**src/rtl/pipo_load_arbiter.sv**
```systemverilog
// Two-requester round-robin arbiter that loads a shared N-bit register on the falling edge of CLK_BAR.
// After each load it holds for HOLD_CYC cycles. Defining PIPO_ARB_LOAD_COUNT_EN adds an 8-bit load_count output.
module pipo_load_arbiter #(
    parameter int unsigned N        = 8,
    parameter int unsigned HOLD_CYC = 2
) (
    input  logic         CLK_BAR,
    input  logic         CLR_BAR,
    input  logic         req_a,
    input  logic [N-1:0] data_a,
    input  logic         req_b,
    input  logic [N-1:0] data_b,
    output logic         ack_a,
    output logic         ack_b,
    output logic [N-1:0] data_out,
    output logic         owner,
    output logic         busy
`ifdef PIPO_ARB_LOAD_COUNT_EN
    ,
    output logic [7:0]   load_count
`endif
);

    localparam logic [0:0] ST_IDLE   = 1'b0;
    localparam logic [0:0] ST_HOLD   = 1'b1;
    localparam logic [3:0] HOLD_INIT = 4'(HOLD_CYC);

    logic [0:0] state;
    logic [3:0] hold_cnt;
    logic       last_b;
    logic       load;
    logic       grant_b;

    // A tie goes to the requester that was not served last.
    always_comb begin
        load    = (state == ST_IDLE) && (req_a || req_b);
        grant_b = req_b && !(req_a && last_b);
    end

    always_ff @(negedge CLK_BAR or negedge CLR_BAR) begin
        if (!CLR_BAR) begin
            state    <= ST_IDLE;
            hold_cnt <= 4'd0;
            last_b   <= 1'b1;
            data_out <= '0;
            owner    <= 1'b0;
            ack_a    <= 1'b0;
            ack_b    <= 1'b0;
        end else begin
            ack_a <= 1'b0;
            ack_b <= 1'b0;
            if (load) begin
                data_out <= grant_b ? data_b : data_a;
                owner    <= grant_b;
                ack_a    <= !grant_b;
                ack_b    <= grant_b;
                last_b   <= grant_b;
                state    <= ST_HOLD;
                hold_cnt <= HOLD_INIT;
            end else if (state == ST_HOLD) begin
                hold_cnt <= hold_cnt - 4'd1;
                if (hold_cnt == 4'd1) begin
                    state <= ST_IDLE;
                end
            end
        end
    end

    assign busy = (state == ST_HOLD);

`ifdef PIPO_ARB_LOAD_COUNT_EN
    always_ff @(negedge CLK_BAR or negedge CLR_BAR) begin
        if (!CLR_BAR) begin
            load_count <= 8'd0;
        end else if (load) begin
            load_count <= load_count + 8'd1;
        end
    end
`endif

endmodule
```
**config.mk**
```make
export PLATFORM = sky130hd
export DESIGN_NAME = pipo_load_arbiter
export DESIGN_NICKNAME = d
export VERILOG_FILES = /design/src/rtl/pipo_load_arbiter.sv
export SDC_FILE = /design/constraint.sdc
export NUM_CORES = 1
export LEC_CHECK = 0
export BUFFER_PORTS_ARGS = -buffer_cell sky130_fd_sc_hd__buf_2
export CORE_MARGIN = 2
export CORE_UTILIZATION = 25
export DETAILED_ROUTE_END_ITERATION = 10
export SKIP_CTS_REPAIR_TIMING = 1
export SLEW_MARGIN = 20
export SYNTH_ARGS = -nofsm -noshare
export SYNTH_HDL_FRONTEND = slang
export SYNTH_SLANG_ARGS = --single-unit
```
**constraint.sdc**
```tcl
create_clock -name CLK_BAR -period 2.9 [get_ports CLK_BAR]
set_input_delay 0.435 -clock CLK_BAR [delete_from_list [all_inputs] [get_ports CLK_BAR]]
set_output_delay 0.435 -clock CLK_BAR [all_outputs]
set_load 0.01 [all_outputs]
```
==> qor.tcl, run 1 <==
set qor(dieArea_mm2) 0.003559
set qor(grt.total_usage_pct) 11.81
set qor(cts_max_level) 1
set qor(clock_skew_ps) 59.63
set qor(clock_sinks) 17
set qor(r2r_start) {busy}
set qor(drt_pre_antenna_iters) 4
set qor(root_buffer) {sky130_fd_sc_hd__clkbuf_4}
set qor(dieWidth_um) 59.66
set qor(critical_path_peak_fanout) 2
set qor(cell_depth_of_the_worst_min_delay_path) 1
set qor(mappedNetlistArea_um2) 774.5
set qor(synth.lib_cells_used.distinct) 21
set qor(depth_of_the_critical_timing_path_with_buffers_and_inverters_included) 1
set qor(worstHoldStart) {owner}
set qor(count_of_warnings_emitted_by_yosys) 0
set qor(worstHoldEndpoint) {owner}
set qor(power_report.internal_total_mw) 0.6176
set qor(finish.instance_area_um2) 975.9
set qor(post_route_cells_drive_above_1_share_pct) 43.75
set qor(global_route_wire_length_before_repair_um) 3084
set qor(timing_worst_slew_pin_value_ps) 362.3
set qor(cts-buffers-inserted) 3
set qor(route.vias.total) 618
set qor(grt_max_degree) 18
set qor(post-place-ws_ps) 4.196
set qor(slowest_stage) {sky130_fd_sc_hd__dfrtn_1}
set qor(dp.final_hpwl_um) 1284
set qor(critical_path_required_ps) 2470
set qor(cts-root-to-sink-buffers) 2
set qor(drt-total-wl_um) 1716
set qor(portBuffers) 31
set qor(synthDominantCellAreaShare_pct) 51.70
set qor(setup_violations) 0
set qor(timing.hold.worst.class) {flop to flop}
set qor(timing.critical_path.slowest_cell_delay_ps) 420
set qor(antenna_cells) 0
set qor(netlist.top_cell.by_area) {sky130_fd_sc_hd__dfrtn_1}
set qor(ys_dominant_reg_cell) {sky130_fd_sc_hd__dfrtn_1}
set qor(postRouteAntennaNets) 0
set qor(post_drt_via_cell_ratio) 4.791
set qor(post_layout_instance_count_excluding_filler_cells) 129
set qor(postSynthCellCount) 62
set qor(setup.worst_path.class) {flop to primary output}
set qor(totalNegativeSetupSlack_ps) 0
set qor(max_cap_viol_count) 0
set qor(vdd_ir_drop_max_uv) 166.1
set qor(worst-r2r-cell-count) 4
set qor(grt_setup_unrepaired) {no}
set qor(post_synth_most_frequent_cells) {sky130_fd_sc_hd__dfrtn_1, sky130_fd_sc_hd__a221o_1, sky130_fd_sc_hd__and2_1}
set qor(synth_most_common_cell) {sky130_fd_sc_hd__dfrtn_1}
set qor(power_density_mw_per_mm2) 980.6
set qor(net_load_switching_power_mw) 0.3395
set qor(sequentialPowerShare_pct) 43.6
set qor(syn2layout_area_growth_pct) 26.01
set qor(vertical_die_dimension_um) 59.66
set qor(post_synthesis_net_count) 84
set qor(floorplan.initialDensity_pct) 25.79
set qor(clkTransAtPathRegs_ps) 70
set qor(yosys-top-cells-area) {sky130_fd_sc_hd__dfrtn_1, sky130_fd_sc_hd__a221o_1, sky130_fd_sc_hd__and2_1}
set qor(remaining_drc_errors) 0
set qor(tritoncts_clock_tree) {yes}
set qor(ioPinCount) 32
set qor(layout.filler_cells) 334
set qor(drt_first_iter_violations) 17
set qor(grt_overflow) 0
set qor(postSynthRegisterBits) 17
set qor(worst_skew_pair.late_latency_ps) 350
set qor(slew_headroom_pct) 75.85
set qor(crit_chain) {buf_2}
set qor(row_count) 20
set qor(seq_area_frac_synth_pct) 55.09
set qor(power_leakage_nw) 0.5200
set qor(grt_antenna_before_repair) 0
set qor(cp_top_family) {flip-flops}
set qor(run_status) {finished, final reports clean}
set qor(worst_r2r_endpoint) {hold_cnt[3]}
set qor(design.final.nets) 119
set qor(wl_per_cell_um) 13.30
set qor(cp-start-kind) {flop}
set qor(synthArstFlopShare_pct) 100.0
set qor(power_frac_clock_pct) 14.2
set qor(placed_cells_incl_taps) 125
set qor(via_count_of_the_first_global_routing_pass) 660
set qor(postSynthAreaPerCell_um2) 12.49
set qor(internal_reg_to_reg_setup_slack_ps) 1530
set qor(cp.arrival_ps) 2300
set qor(finalHoldViolCount) 0
set qor(synth-edff-count) 0
set qor(worstSetupEndpointType) {primary output}
set qor(core_mm2) 0.003003
set qor(timing.critical_path.buf_inv) 1
set qor(final_max_slew_viol_count) 0
set qor(gpl.final_weighted_congestion) 0.6657
set qor(power.share.combinational_pct) 42.2
set qor(final_setup_slack_of_the_worst_path_ps) 161.7
set qor(power.share.switching_pct) 35.47
set qor(postPlaceCellArea_um2) 948.4
## state kept, by name, indices dropped and copies added (netlist names)
| signal | cells |
|---|---|
| last_b | 1 |
| owner | 1 |
| busy | 1 |
| ack_a | 1 |
| hold_cnt | 4 |
| data_out | 8 |
| ack_b | 1 |
## cell type report
cell class	count	area, µm²	share of cell area (%)
clock buffers	3	22.52	2.308
clock inverters	2	8.758	0.8974
inverters	4	15.01	1.538
multi-input cells	36	284.0	29.10
flip-flops and latches	17	426.7	43.72
well taps	33	41.29	4.231
repair buffers	34	177.7	18.21
## per-layer routing
| metal | track usage (%) | vias to the layer above | part of all wire [%] |
|---|---|---|---|
| met5 | 0 | - | 0 |
| met1 | 14.83 | 306 | 41 |
| met4 | 7.619 | 0 | 3.2 |
| met2 | 18.48 | 16 | 52 |
| met3 | 2.165 | 5 | 4.0 |
| li1 | - | 291 | - |
## cells by family after synthesis
logic type	Yosys count	synth area share [%]
AO/OA/AOI/OAI	17	20.19
adder cells (fa/ha/maj)	2	3.231
buffers and inverters	9	8.238
flip-flops	17	55.09
AND/OR/NAND/NOR	17	13.25
## stage by stage
stage / utilization, % / total power, mW / hold slack [ps]
6_report: 32.50 / 0.9570 / 422.4
3_5_place_dp: 31.58 / 0.8313 / 425.0
2_1_floorplan: - / 0.7039 / 403.4
5_1_grt: 32.50 / 1.046 / 453.1
4_1_cts: 32.50 / 0.9670 / 425.8
3_3_place_gp: 31.58 / 0.8183 / 419.1
## worst max-delay path by stage
stage	startpoint	end
floorplan	req_b	data_out[0]
global placement	req_b	data_out[6]
detailed placement	req_b	data_out[6]
CTS	data_out[3]	data_out[3]
global route	data_out[3]	data_out[3]
finish	data_out[6]	data_out[6]
## power by group through the flow
stage	clock network, mW	logic [mW]	registers [mW]
global route	0.151	0.459	0.436
finish	0.136	0.404	0.417
detailed placement	0.00431	0.404	0.423
floorplan	0.00431	0.253	0.446
global placement	0.00431	0.394	0.420
CTS	0.139	0.409	0.419
## cell usage in the layout, fill, tap and decap left out, types with 2 or more instances in the layout
cell type / instances
sky130_fd_sc_hd__buf_2: 31
sky130_fd_sc_hd__dfrtn_1: 16
sky130_fd_sc_hd__and2_1: 8
sky130_fd_sc_hd__a221o_1: 8
sky130_fd_sc_hd__inv_1: 4
sky130_fd_sc_hd__o21ai_0: 3
sky130_fd_sc_hd__clkbuf_4: 3
sky130_fd_sc_hd__buf_4: 3
sky130_fd_sc_hd__a21o_1: 2
sky130_fd_sc_hd__nand3_1: 2
sky130_fd_sc_hd__nand2_1: 2
sky130_fd_sc_hd__ha_1: 2
(Power assumes the default switching activity.)
==> run 2, diff against run 1 <==
- CORE_ASPECT_RATIO: default -> 0.8
==> run 2 against run 1 <==
Compared with the run above: non-clock buffer count is 1 lower; via count decreased by 4.2%; routed wire length down 3.3%; power rose by 3.0%; sequential share of layout area shrank 0.82 points; clock skew down 13 ps; cell area rose by 1.9%; largest power group unchanged; highest routed layer unchanged.
==> qor.tcl, run 2 (synthesis gave the netlist of run 1 again) <==
set qor(root_buffer) {sky130_fd_sc_hd__clkbuf_8}
set qor(clkTransAtPathRegs_ps) 50
set qor(cp-start-kind) {flop}
set qor(floorplan.initialDensity_pct) 25.66
set qor(postRouteAntennaNets) 0
set qor(power_report.internal_total_mw) 0.6550
set qor(crit_chain) {buf_2}
set qor(critical_path_required_ps) 2470
set qor(max_cap_viol_count) 0
set qor(top_register) {data_out}
set qor(grt_setup_unrepaired) {no}
set qor(antenna_cells) 0
set qor(grt_max_degree) 18
set qor(row_count) 18
set qor(net_load_switching_power_mw) 0.3307
set qor(internal_reg_to_reg_setup_slack_ps) 1560
set qor(wl_per_cell_um) 12.29
set qor(vertical_die_dimension_um) 53.79
set qor(clock_skew_ps) 47.02
set qor(setup_violations) 0
set qor(worstHoldEndpoint) {hold_cnt[3]}
set qor(remaining_drc_errors) 0
set qor(power_density_mw_per_mm2) 990.9
set qor(finalHoldViolCount) 0
set qor(power_frac_clock_pct) 17.7
set qor(worstSetupEndpointType) {primary output}
set qor(setup.worst_path.class) {flop to primary output}
set qor(grt_overflow) 0
set qor(final_setup_slack_of_the_worst_path_ps) 199.6
set qor(cts-buffers-inserted) 3
set qor(cts_max_level) 1
set qor(timing.critical_path.buf_inv) 1
set qor(tritoncts_clock_tree) {yes}
set qor(dieWidth_um) 66.23
set qor(core_mm2) 0.003018
set qor(clock_sinks) 17
set qor(cell_depth_of_the_worst_min_delay_path) 1
set qor(grt.total_usage_pct) 10.05
set qor(drt_first_iter_violations) 19
set qor(post_route_cells_drive_above_1_share_pct) 42.11
set qor(postPlaceCellArea_um2) 949.7
set qor(run_status) {finished, final reports clean}
set qor(totalPowerFinal_mw) 0.9856
set qor(drt-total-wl_um) 1659
set qor(syn2layout_area_growth_pct) 28.43
set qor(post-place-ws_ps) -13.36
set qor(layout_top_registers) {data_out (8), hold_cnt (4)}
set qor(worst_skew_pair.late_latency_ps) 310
set qor(design.final.nets) 118
set qor(timing.hold.worst.class) {flop to flop}
set qor(sequentialPowerShare_pct) 42.8
set qor(cp.arrival_ps) 2270
set qor(largest_register_ff_count) 8
set qor(cts-root-to-sink-buffers) 2
set qor(depth_of_the_critical_timing_path_with_buffers_and_inverters_included) 1
set qor(layout.cells.most_common) {sky130_fd_sc_hd__buf_2}
set qor(r2r_start) {busy}
set qor(vdd_ir_drop_max_uv) 233.9
set qor(drt_pre_antenna_iters) 4
set qor(power.share.combinational_pct) 39.5
set qor(slowest_stage) {sky130_fd_sc_hd__dfrtn_1}
set qor(timing.critical_path.slowest_cell_delay_ps) 420
set qor(worstHoldStart) {hold_cnt[3]}
set qor(grt_antenna_before_repair) 0
set qor(dieArea_mm2) 0.003562
set qor(ioPinCount) 32
set qor(power.share.switching_pct) 33.55
set qor(critical_path_peak_fanout) 2
set qor(post_drt_via_cell_ratio) 4.385
set qor(final_max_slew_viol_count) 0
set qor(finish.instance_area_um2) 994.7
set qor(worst_r2r_endpoint) {hold_cnt[3]}
set qor(slew_headroom_pct) 76.01
set qor(mostFrequentLayoutCells) {sky130_fd_sc_hd__buf_2, sky130_fd_sc_hd__dfrtn_1, sky130_fd_sc_hd__and2_1, sky130_fd_sc_hd__a221o_1, sky130_fd_sc_hd__inv_1}
set qor(gpl.final_weighted_congestion) 0.6821
set qor(worst-r2r-cell-count) 4
set qor(power_leakage_nw) 0.5250
set qor(dp.final_hpwl_um) 1260
set qor(totalNegativeSetupSlack_ps) 0
set qor(via_count_of_the_first_global_routing_pass) 547
set qor(route.vias.total) 592
set qor(portBuffers) 31
set qor(timing_worst_slew_pin_value_ps) 359.9
set qor(global_route_wire_length_before_repair_um) 2566
set qor(cp_top_family) {flip-flops}
## run 2: final cells by class
cell class	instances	area [µm²]
clock inverters	2	7.507
clock buffers	3	41.29
repair buffers	33	170.2
well taps	40	50.05
inverters	4	15.01
fillers	322	2023
multi-input cells	36	284.0
flip-flops and latches	17	426.7
## run 2: metrics by stage
| step | hold slack (ps) | util (%) | instances |
|---|---|---|---|
| floorplan | 403.4 | - | 62 |
| global placement | 424.1 | 31.47 | 131 |
| CTS | 433.0 | 32.96 | 135 |
| detailed placement | 432.5 | 31.47 | 131 |
| finish | 430.2 | 32.96 | 135 |
| global route | 437.6 | 32.96 | 135 |
## run 2: power by group through the flow
stage               clock network [mW]  registers, mW  logic (mW)
floorplan                      0.00431          0.446       0.253
global placement               0.00431          0.422       0.384
detailed placement             0.00431          0.425       0.396
CTS                              0.181          0.423       0.397
global route                     0.189          0.438       0.430
finish                           0.174          0.422       0.390
## run 2: how the worst max path moves through the flow
stage / from / to / slack (ps)
final: data_out[0] / data_out[0] / 200
after global routing: owner / owner / 170
after global placement: req_b / data_out[2] / 20
after detailed placement: req_b / data_out[0] / -10
after floorplan: req_b / data_out[0] / 230
after CTS: owner / owner / 180
## run 2: layer usage
metal	vias to the layer above	wire length, µm	part of all wire [%]	track usage, %
met4	0	32	1.9	6.122
li1	288	-	-	-
met1	279	788	47	13.34
met2	21	736	44	15.17
met3	4	101	6.1	2.092
met5	-	0	0	0
==> run 3, diff against run 2 <==
- RECOVER_POWER: default -> 50
- SLEW_MARGIN: 20 -> default
==> run 3 against run 2 <==
Compared with the run above: cell area is 0.50% lower; global-route usage stayed put; die area stayed put; sequential cell count stayed put; via count is 0.17% higher; worst hold slack hardly changed; combinational power hardly changed; core utilization is 0.17 points lower; critical path type unchanged; power is 0.30% lower; cell count stayed put; largest power group unchanged.
==> qor.tcl, run 3 (synthesis gave the netlist of run 1 again) <==
set qor(tritoncts_clock_tree) {yes}
set qor(critical_path_required_ps) 2470
set qor(vdd_ir_drop_max_uv) 236.0
set qor(wl_per_cell_um) 12.28
set qor(depth_of_the_critical_timing_path_with_buffers_and_inverters_included) 1
set qor(mostFrequentLayoutCells) {sky130_fd_sc_hd__buf_2, sky130_fd_sc_hd__dfrtn_1, sky130_fd_sc_hd__and2_1, sky130_fd_sc_hd__a221o_1, sky130_fd_sc_hd__inv_1}
set qor(root_buffer) {sky130_fd_sc_hd__clkbuf_8}
set qor(dp.final_hpwl_um) 1260
set qor(timing_worst_slew_pin_value_ps) 861.6
set qor(worstSetupEndpointType) {primary output}
set qor(postRouteAntennaNets) 0
set qor(worst-r2r-cell-count) 3
set qor(grt_max_degree) 18
set qor(worstHoldStart) {hold_cnt[3]}
set qor(finalHoldViolCount) 0
set qor(post-place-ws_ps) -13.36
set qor(cp_top_family) {flip-flops}
set qor(post_drt_via_cell_ratio) 4.393
set qor(power_density_mw_per_mm2) 992.9
set qor(syn2layout_area_growth_pct) 27.79
set qor(post_layout_instance_count_excluding_filler_cells) 135
set qor(timing.critical_path.buf_inv) 1
set qor(run_status) {finished, final reports clean}
set qor(timing.hold.worst.class) {flop to flop}
set qor(max_cap_viol_count) 0
set qor(grt_setup_unrepaired) {no}
set qor(top_register) {data_out}
set qor(ioPinCount) 32
set qor(portBuffers) 31
set qor(power_leakage_nw) 0.5180
set qor(core_mm2) 0.003018
set qor(cp.arrival_ps) 2270
set qor(slew_headroom_pct) 42.56
set qor(cts-root-to-sink-buffers) 2
set qor(largest_register_ff_count) 8
set qor(finalCoreUtilization_pct) 32.79
set qor(grt.total_usage_pct) 10.05
set qor(grt_overflow) 0
set qor(drt-total-wl_um) 1658
set qor(totalPowerFinal_mw) 0.9827
set qor(setup_violations) 0
set qor(dieArea_mm2) 0.003562
set qor(drt_pre_antenna_iters) 4
set qor(totalNegativeSetupSlack_ps) 0
set qor(critPathLaunch) {data_out[0]}
set qor(clkTransAtPathRegs_ps) 50
set qor(clock_sinks) 17
set qor(antenna_cells) 0
set qor(floorplan.initialDensity_pct) 25.66
set qor(final_max_slew_viol_count) 0
set qor(design.final.nets) 118
set qor(row_count) 18
set qor(placed_cells_incl_taps) 131
set qor(crit_chain) {buf_2}
set qor(drt_first_iter_violations) 17
set qor(cell_depth_of_the_worst_min_delay_path) 1
set qor(cts_max_level) 1
set qor(remaining_drc_errors) 0
set qor(setup.worst_path.class) {flop to primary output}
set qor(critical_path_peak_fanout) 2
set qor(timing.critical_path.slowest_cell_delay_ps) 420
set qor(dieWidth_um) 66.23
set qor(post_route_cells_drive_above_1_share_pct) 40.00
set qor(postPlaceCellArea_um2) 949.7
set qor(global_route_wire_length_before_repair_um) 2566
set qor(layout.cells.most_common) {sky130_fd_sc_hd__buf_2}
set qor(timing.hold.ws_ps) 430.2
set qor(layout_top_registers) {data_out (8), hold_cnt (4)}
set qor(final_setup_slack_of_the_worst_path_ps) 199.6
set qor(finish.instance_area_um2) 989.7
set qor(clock_skew_ps) 47.17
set qor(slowest_stage) {sky130_fd_sc_hd__dfrtn_1}
set qor(route.vias.total) 593
set qor(worst_skew_pair.late_latency_ps) 310
set qor(vertical_die_dimension_um) 53.79
set qor(gpl.final_weighted_congestion) 0.6821
set qor(cp-start-kind) {flop}
set qor(r2r_start) {last_b}
set qor(cts-buffers-inserted) 3
set qor(via_count_of_the_first_global_routing_pass) 547
set qor(grt_antenna_before_repair) 0
==> run 3: changes by cell type in the layout (fill, tap and decap cells not counted), sizes merged <==
cell and change:
clkbuf +2, buf -2
==> run 3: final cells by class <==
class / count / area, µm²
repair buffers: 33 / 165.2
fillers: 325 / 2028
inverters: 4 / 15.01
clock inverters: 2 / 7.507
flip-flops and latches: 17 / 426.7
multi-input cells: 36 / 284.0
well taps: 40 / 50.05
clock buffers: 3 / 41.29
==> run 3: power breakdown <==
group / leakage (nW) / internal (mW) / switching [mW]
logic: 0.277 / 0.200 / 0.187
registers: 0.209 / 0.357 / 0.0646
clock network: 0.0322 / 0.0956 / 0.0784
total: 0.518 / 0.652 / 0.330
==> run 3: final timing paths <==
check | end | slack [ps]
worst min register to register | hold_cnt[3] | 430
worst min-delay path | hold_cnt[3] | 430
min in group asynchronous | hold_cnt[1] | 1590
worst max register to register | data_out[2] | 1450
worst max-delay path | data_out[0] | 200
max in group asynchronous | ack_a | 750
==> run 3: per-layer routing <==
| layer | up-vias | routed length [µm] | GRT usage (%) |
|---|---|---|---|
| met4 | 0 | 32 | 6.122 |
| met3 | 4 | 101 | 2.092 |
| met1 | 279 | 786 | 13.34 |
| li1 | 289 | - | - |
| met5 | - | 0 | 0 |
| met2 | 21 | 737 | 15.17 |
